==> config.mk <==
export PLATFORM = sky130hd
export DESIGN_NAME = gcd_host_ctrl
export DESIGN_NICKNAME = d
export VERILOG_FILES = /design/src/rtl/gcd_host_ctrl.sv
export SDC_FILE = /design/constraint.sdc
export NUM_CORES = 1
export LEC_CHECK = 0
export BUFFER_PORTS_ARGS = -buffer_cell sky130_fd_sc_hd__buf_2
export CAP_MARGIN = 30
export CELL_PAD_IN_SITES_DETAIL_PLACEMENT = 1
export CELL_PAD_IN_SITES_GLOBAL_PLACEMENT = 1
export CORE_MARGIN = 1.5
export CORE_UTILIZATION = 40
export CTS_BUF_LIST = sky130_fd_sc_hd__clkbuf_8 sky130_fd_sc_hd__clkbuf_16
export CTS_CLUSTER_DIAMETER = 50
export DETAILED_ROUTE_END_ITERATION = 8
export GPL_ROUTABILITY_DRIVEN = 0
export PLACE_DENSITY_LB_ADDON = 0.1
export REMOVE_ABC_BUFFERS = 1
export SYNTH_ARGS = -nofsm -noshare
export SYNTH_HDL_FRONTEND = slang
export SYNTH_SLANG_ARGS = --single-unit
export TNS_END_PERCENT = 30
==> constraint.sdc <==
create_clock -name Clk -period 2.6 [get_ports Clk]
set_input_delay 0.13 -clock Clk [delete_from_list [all_inputs] [get_ports Clk]]
set_output_delay 0.13 -clock Clk [all_outputs]
set_load 0.05 [all_outputs]
==> src/rtl/gcd_host_ctrl.sv <==
// Initiator-side sequencer for the GCD core: queues operand pairs, runs the
// Start/Ack handshake, and presents each result downstream with status flags.
module gcd_host_ctrl #(
  parameter int unsigned DEPTH   = 4,
  parameter int unsigned TIMEOUT = 1023,
  parameter int unsigned CW      = 16
) (
  input  logic          Clk,
  input  logic          Reset,
  input  logic          in_valid,
  output logic          in_ready,
  input  logic [7:0]    in_a,
  input  logic [7:0]    in_b,
  output logic          res_valid,
  input  logic          res_ready,
  output logic [7:0]    res_a,
  output logic [7:0]    res_b,
  output logic [7:0]    res_gcd,
  output logic [CW-1:0] res_cycles,
  output logic          res_zero,
  output logic          res_timeout,
  output logic [7:0]    pairs_done,
  input  logic          step_mode,
  input  logic          step_pulse,
  output logic [7:0]    Ain,
  output logic [7:0]    Bin,
  output logic          Start,
  output logic          Ack,
  output logic          SCEN,
  output logic          CoreRst,
  input  logic          q_I,
  input  logic          q_Done,
  input  logic [7:0]    AB_GCD
);

  localparam int unsigned AW = (DEPTH > 1) ? $clog2(DEPTH) : 1;
  localparam int unsigned PW = $clog2(DEPTH + 1);

  typedef enum logic [2:0] {
    IDLE    = 3'd0,
    ZERO    = 3'd1,
    START   = 3'd2,
    RUN     = 3'd3,
    ACK     = 3'd4,
    RECOVER = 3'd5,
    OUT     = 3'd6
  } state_t;

  state_t        state;
  logic [7:0]    mem_a [DEPTH];
  logic [7:0]    mem_b [DEPTH];
  logic [AW-1:0] wr_ptr;
  logic [AW-1:0] rd_ptr;
  logic [PW-1:0] count;
  logic [7:0]    op_a;
  logic [7:0]    op_b;
  logic [CW-1:0] cyc_cnt;
  logic          push;
  logic          pop;

  assign in_ready = (count != PW'(DEPTH));
  assign push     = in_valid && in_ready;
  assign pop      = (state == IDLE) && (count != '0) && !res_valid;

  assign SCEN    = step_mode ? step_pulse : 1'b1;
  assign Start   = (state == START);
  assign Ack     = (state == ACK);
  assign CoreRst = (state == RECOVER);

  // Operand storage; contents need no reset since count gates every read.
  always_ff @(posedge Clk) begin
    if (push) begin
      mem_a[wr_ptr] <= in_a;
      mem_b[wr_ptr] <= in_b;
    end
  end

  always_ff @(posedge Clk or posedge Reset) begin
    if (Reset) begin
      wr_ptr <= '0;
      rd_ptr <= '0;
      count  <= '0;
    end else begin
      if (push) wr_ptr <= wr_ptr + AW'(1);
      if (pop)  rd_ptr <= rd_ptr + AW'(1);
      case ({push, pop})
        2'b10:   count <= count + PW'(1);
        2'b01:   count <= count - PW'(1);
        default: count <= count;
      endcase
    end
  end

  // Sequencer: launch, monitor, capture, and hand off one pair at a time.
  always_ff @(posedge Clk or posedge Reset) begin
    if (Reset) begin
      state       <= IDLE;
      op_a        <= '0;
      op_b        <= '0;
      Ain         <= '0;
      Bin         <= '0;
      cyc_cnt     <= '0;
      res_valid   <= 1'b0;
      res_zero    <= 1'b0;
      res_timeout <= 1'b0;
      res_a       <= '0;
      res_b       <= '0;
      res_gcd     <= '0;
      res_cycles  <= '0;
      pairs_done  <= '0;
    end else begin
      case (state)
        IDLE: begin
          if (pop) begin
            op_a  <= mem_a[rd_ptr];
            op_b  <= mem_b[rd_ptr];
            Ain   <= mem_a[rd_ptr];
            Bin   <= mem_b[rd_ptr];
            state <= ((mem_a[rd_ptr] == '0) || (mem_b[rd_ptr] == '0)) ? ZERO : START;
          end
        end
        ZERO: begin
          res_gcd    <= op_a | op_b;
          res_zero   <= 1'b1;
          res_cycles <= '0;
          res_a      <= op_a;
          res_b      <= op_b;
          res_valid  <= 1'b1;
          state      <= OUT;
        end
        START: begin
          cyc_cnt <= '0;
          if (q_I) state <= RUN;
        end
        RUN: begin
          if (q_Done) begin
            res_gcd    <= AB_GCD;
            res_cycles <= cyc_cnt;
            state      <= ACK;
          end else if (cyc_cnt == CW'(TIMEOUT)) begin
            state <= RECOVER;
          end else if (SCEN && (cyc_cnt != '1)) begin
            cyc_cnt <= cyc_cnt + CW'(1);
          end
        end
        ACK: begin
          res_a     <= op_a;
          res_b     <= op_b;
          res_valid <= 1'b1;
          state     <= OUT;
        end
        RECOVER: begin
          res_gcd     <= '0;
          res_timeout <= 1'b1;
          res_cycles  <= CW'(TIMEOUT);
          res_a       <= op_a;
          res_b       <= op_b;
          res_valid   <= 1'b1;
          state       <= OUT;
        end
        OUT: begin
          if (res_ready) begin
            res_valid   <= 1'b0;
            res_zero    <= 1'b0;
            res_timeout <= 1'b0;
            pairs_done  <= pairs_done + 8'd1;
            state       <= IDLE;
          end
        end
        default: state <= IDLE;
      endcase
    end
  end

endmodule
==> qor.csv <==
stage,metric,value,unit
sta,fmax,436.5,MHz
clocking,cts.sinks,157,
clocking,insertion_delay,0.43,ns
worst_hold_path,hold_depth,3,
sta,finalCritPeriodShare,88.11,%
floorplan,die-area,17350,sq um
power,power_frac_seq,36.3,%
power,clkPwrFrac,24.3,%
route,drcViolationCount,0,
sta,min_period,2.291,ns
sta,relSlewSlack,33.19,%
setup_path,start_kind,flip-flop,
setup_path,endpoint_kind,output port,
clocking,cts_buffer_depth,2,
power,p_switching,0.004433,W
placed_design,place_ws,0.3362,ns
flow_run,cap_violations,0,
floorplan,ios,104,
setup_path,path_cells,buf_4 -> inv_1 -> and3_1 -> buf_4 -> buf_2,
cells_and_area,diodes,0,
synth,synth_top_area_cell,dfrtp_1,
sta,hold_viol_final,0,
synth,synth_edf_count,64,
placed_design,dp_hpwl,10710,um
clocking,cts_resized,0,
synth,ys.flop_type,dfrtp_1,
clocking,cts_root_buf,clkbuf_16,
floorplan,die_y,131.7,um
clocking,clk_pin_slew_worst_paths,0.07,ns
route,viasPerCell,5.198,
route,num_vias,4434,
sta,holdWs,0.01120,ns
setup_path,cp.buffers_inverters,4,
setup_path,rrSetupSlack,0.32,ns
global_route,first_global_vias,4725,
cells_and_area,syn2layout_area_growth,24.55,%
setup_path,crit_slowest_cell,dfrtp_1,
power,p_per_area,1257,nW/um^2
power,comb_power_share,39.5,%
status,outcome,"finished, final reports clean",
synth,syn_inst,487,
synth,syn_avg_cell_area,13.61,sq um
placed_design,port_buffers,103,
floorplan,die_x,131.7,um
synth,synth_warnings,0,
cells_and_area,nets,664,
clocking,tritoncts,yes,
setup_path,worstSetupPathType,reg2out,
route,first_iter_violations,179,
setup_path,reg2reg_depth,5,
setup_path,rr_endpoint,cyc_cnt[15]$_DFFE_PP0P_,
power,leakage,3.461,nW
global_route,grt_pass1_wl,25640,um
sta,tightest_slew,1.002,ns
clocking,hold_buffers,22,
floorplan,num_rows,46,
power,p_sw_share,42.72,%
synth,yosysTopAreaCellShare,35.12,%
setup_path,cp_common_cell,buf_4,
setup_path,cpLargestDelayFamily,buffers and inverters,
setup_path,arrival,2.16,ns
cells_and_area,finalInstanceArea,8253,sq um
route,routed_wl,15670,um
setup_path,max_stage_delay,0.40,ns
clocking,cts_buffers,17,
route,antenna_left,0,
synth,yosysSeqAreaShare,64.12,%
placed_design,dpl_cell_area,7437,sq um
synth,synthArstFlopShare,59.24,%
global_route,antenna_found_initial,0,
cells_and_area,drive_gt1_share,31.40,%
floorplan,fp.coreArea,16060,sq um
sta,setup_viol,0,
setup_path,crit_fanout,14,
sta,grt_setup_unrepaired,no,
sta,finalClockSkew,0.006566,ns
floorplan,start_util,41.27,%
global_route,grt_use_total,19.04,%
route,wl_per_cell,18.37,um
placed_design,dp.cells,799,
clocking,cts_setup_buffers,0,
setup_path,startpoint,state[1]$_DFFE_PP0P_,
synth,synthTopCellsByCount,"93 x dfrtp_1, 64 x edfxtp_1, 56 x nand2_1",
synth,synth_most_common_cell,dfrtp_1,
power,ir_drop,0.0005503,V
setup_path,cp.depth,5,
worst_hold_path,min_path_type,in2reg,
synth,ys_types,48,
clocking,cts_max_level,4,
worst_hold_path,hold_path_end,res_gcd[1]$_DFFE_PP0P_,
global_route,grt_max_degree,50,
route,first_pass_iters,4,
global_route,gr-total-overflow,0,
synth,synthTopCellsByArea,"dfrtp_1 35%, edfxtp_1 29%, mux2_2 5.4%",
power,intPower,0.005943,W
cells_and_area,final_cells,853,
synth,syn-cell-area,6626,sq um
cells_and_area,final_util,51.39,%
sta,worst_slack,0.3090,ns
setup_path,r2r-start,state[0]$_DFFE_PP0P_,
setup_path,required,2.47,ns
sta,finalMaxSlewViolations,0,
synth,ys_seq_elements,157,
worst_hold_path,hold_start,AB_GCD[1],
[power by group through the flow]
stage | logic, W | registers, W | clock network (W)
floorplan | 0.00154 | 0.00510 | 0
global placement | 0.00403 | 0.00377 | 0
detailed placement | 0.00412 | 0.00381 | 0
CTS | 0.00416 | 0.00377 | 0.00257
global route | 0.00439 | 0.00385 | 0.00266
finish | 0.00409 | 0.00376 | 0.00252
[layout by cell type (no fill, tap or decap), types with 3 or more instances in the layout]
cell and count:
nand3_1 5, or4_1 6, xnor2_1 14, nor4_1 5, inv_1 12, dfrtp_1 93, or3_1 5, edfxtp_1 64
nor2_1 20, a21oi_1 31, o31ai_1 5, dlygate4sd3_1 22, ha_1 7, nor3_1 15, mux4_2 6, mux2_2 32
inv_6 4, and3_1 5, xor2_1 3, mux4_1 10, clkbuf_16 17, buf_2 103, o21ai_1 5, inv_8 6
nand4_1 7, o21ai_0 29, nand2_1 56, buf_4 14
[cells by family (layout without fill, tap and decap cells)]
group,after synthesis,count (layout),share of synthesized area [%]
compound gates,81,81,7.100
mux,50,50,11.74
fa+ha+maj,8,8,1.624
simple gates,138,138,10.48
xor+xnor,17,17,2.247
buf+inv,36,186,2.681
flops,157,157,64.12
[how the worst max path moves through the flow]
stage	to	slack (ns)
final	CoreRst	0.31
after global routing	CoreRst	0.21
after CTS	CoreRst	0.28
after detailed placement	count[2]$_DFFE_PP0P_	0.34
after global placement	state[0]$_DFFE_PP0P_	0.40
after floorplan	count[2]$_DFFE_PP0P_	-0.001
[worst register-to-register path, delay by kind of cell, from the launching register on]
family             cells  cell delay [ns]
and+or+nand+nor        2             0.91
AOI/OAI and AO/OA      3             0.66
DFF                    1             0.65
[layout make-up]
type | count | area [sq um]
clock inverters | 15 | 170.2
multi-input cells | 294 | 2206
flip-flops and latches | 157 | 4249
inverters | 13 | 51.30
fillers | 1623 | 7805
well taps | 216 | 270.3
repair buffers | 141 | 880.8
clock buffers | 17 | 425.4
[per-layer routing]
layer  part of all wire [%]  vias up  global-route usage, %  wire [um]
li1                       -     2078                      -          -
met1                     43     2269                  22.82       6775
met2                     53       69                  34.30       8298
met3                    2.4       18                  3.588        376
met4                    1.4        0                  6.667        216
met5                      0        -                      0          0
[through the flow]
step | total power, W | setup TNS [ns]
floorplan | 0.006642 | -0.001442
global placement | 0.007801 | 0
detailed placement | 0.007931 | 0
CTS | 0.01051 | 0
global route | 0.01090 | 0
finish | 0.01038 | 0
[flip-flops by register name (all words and copies together) (netlist names)]
| register | cells |
|---|---|
| res_b | 8 |
| cyc_cnt | 16 |
| res_gcd | 8 |
| res_a | 8 |
| res_valid | 1 |
| pairs_done | 8 |
| res_timeout | 1 |
| res_cycles | 16 |
| mem_a | 32 |
| rd_ptr | 2 |
| op_a | 8 |
| res_zero | 1 |
| state | 3 |
| wr_ptr | 2 |
| count | 3 |
| op_b | 8 |
| mem_b | 32 |
(Power assumes the default switching activity.)
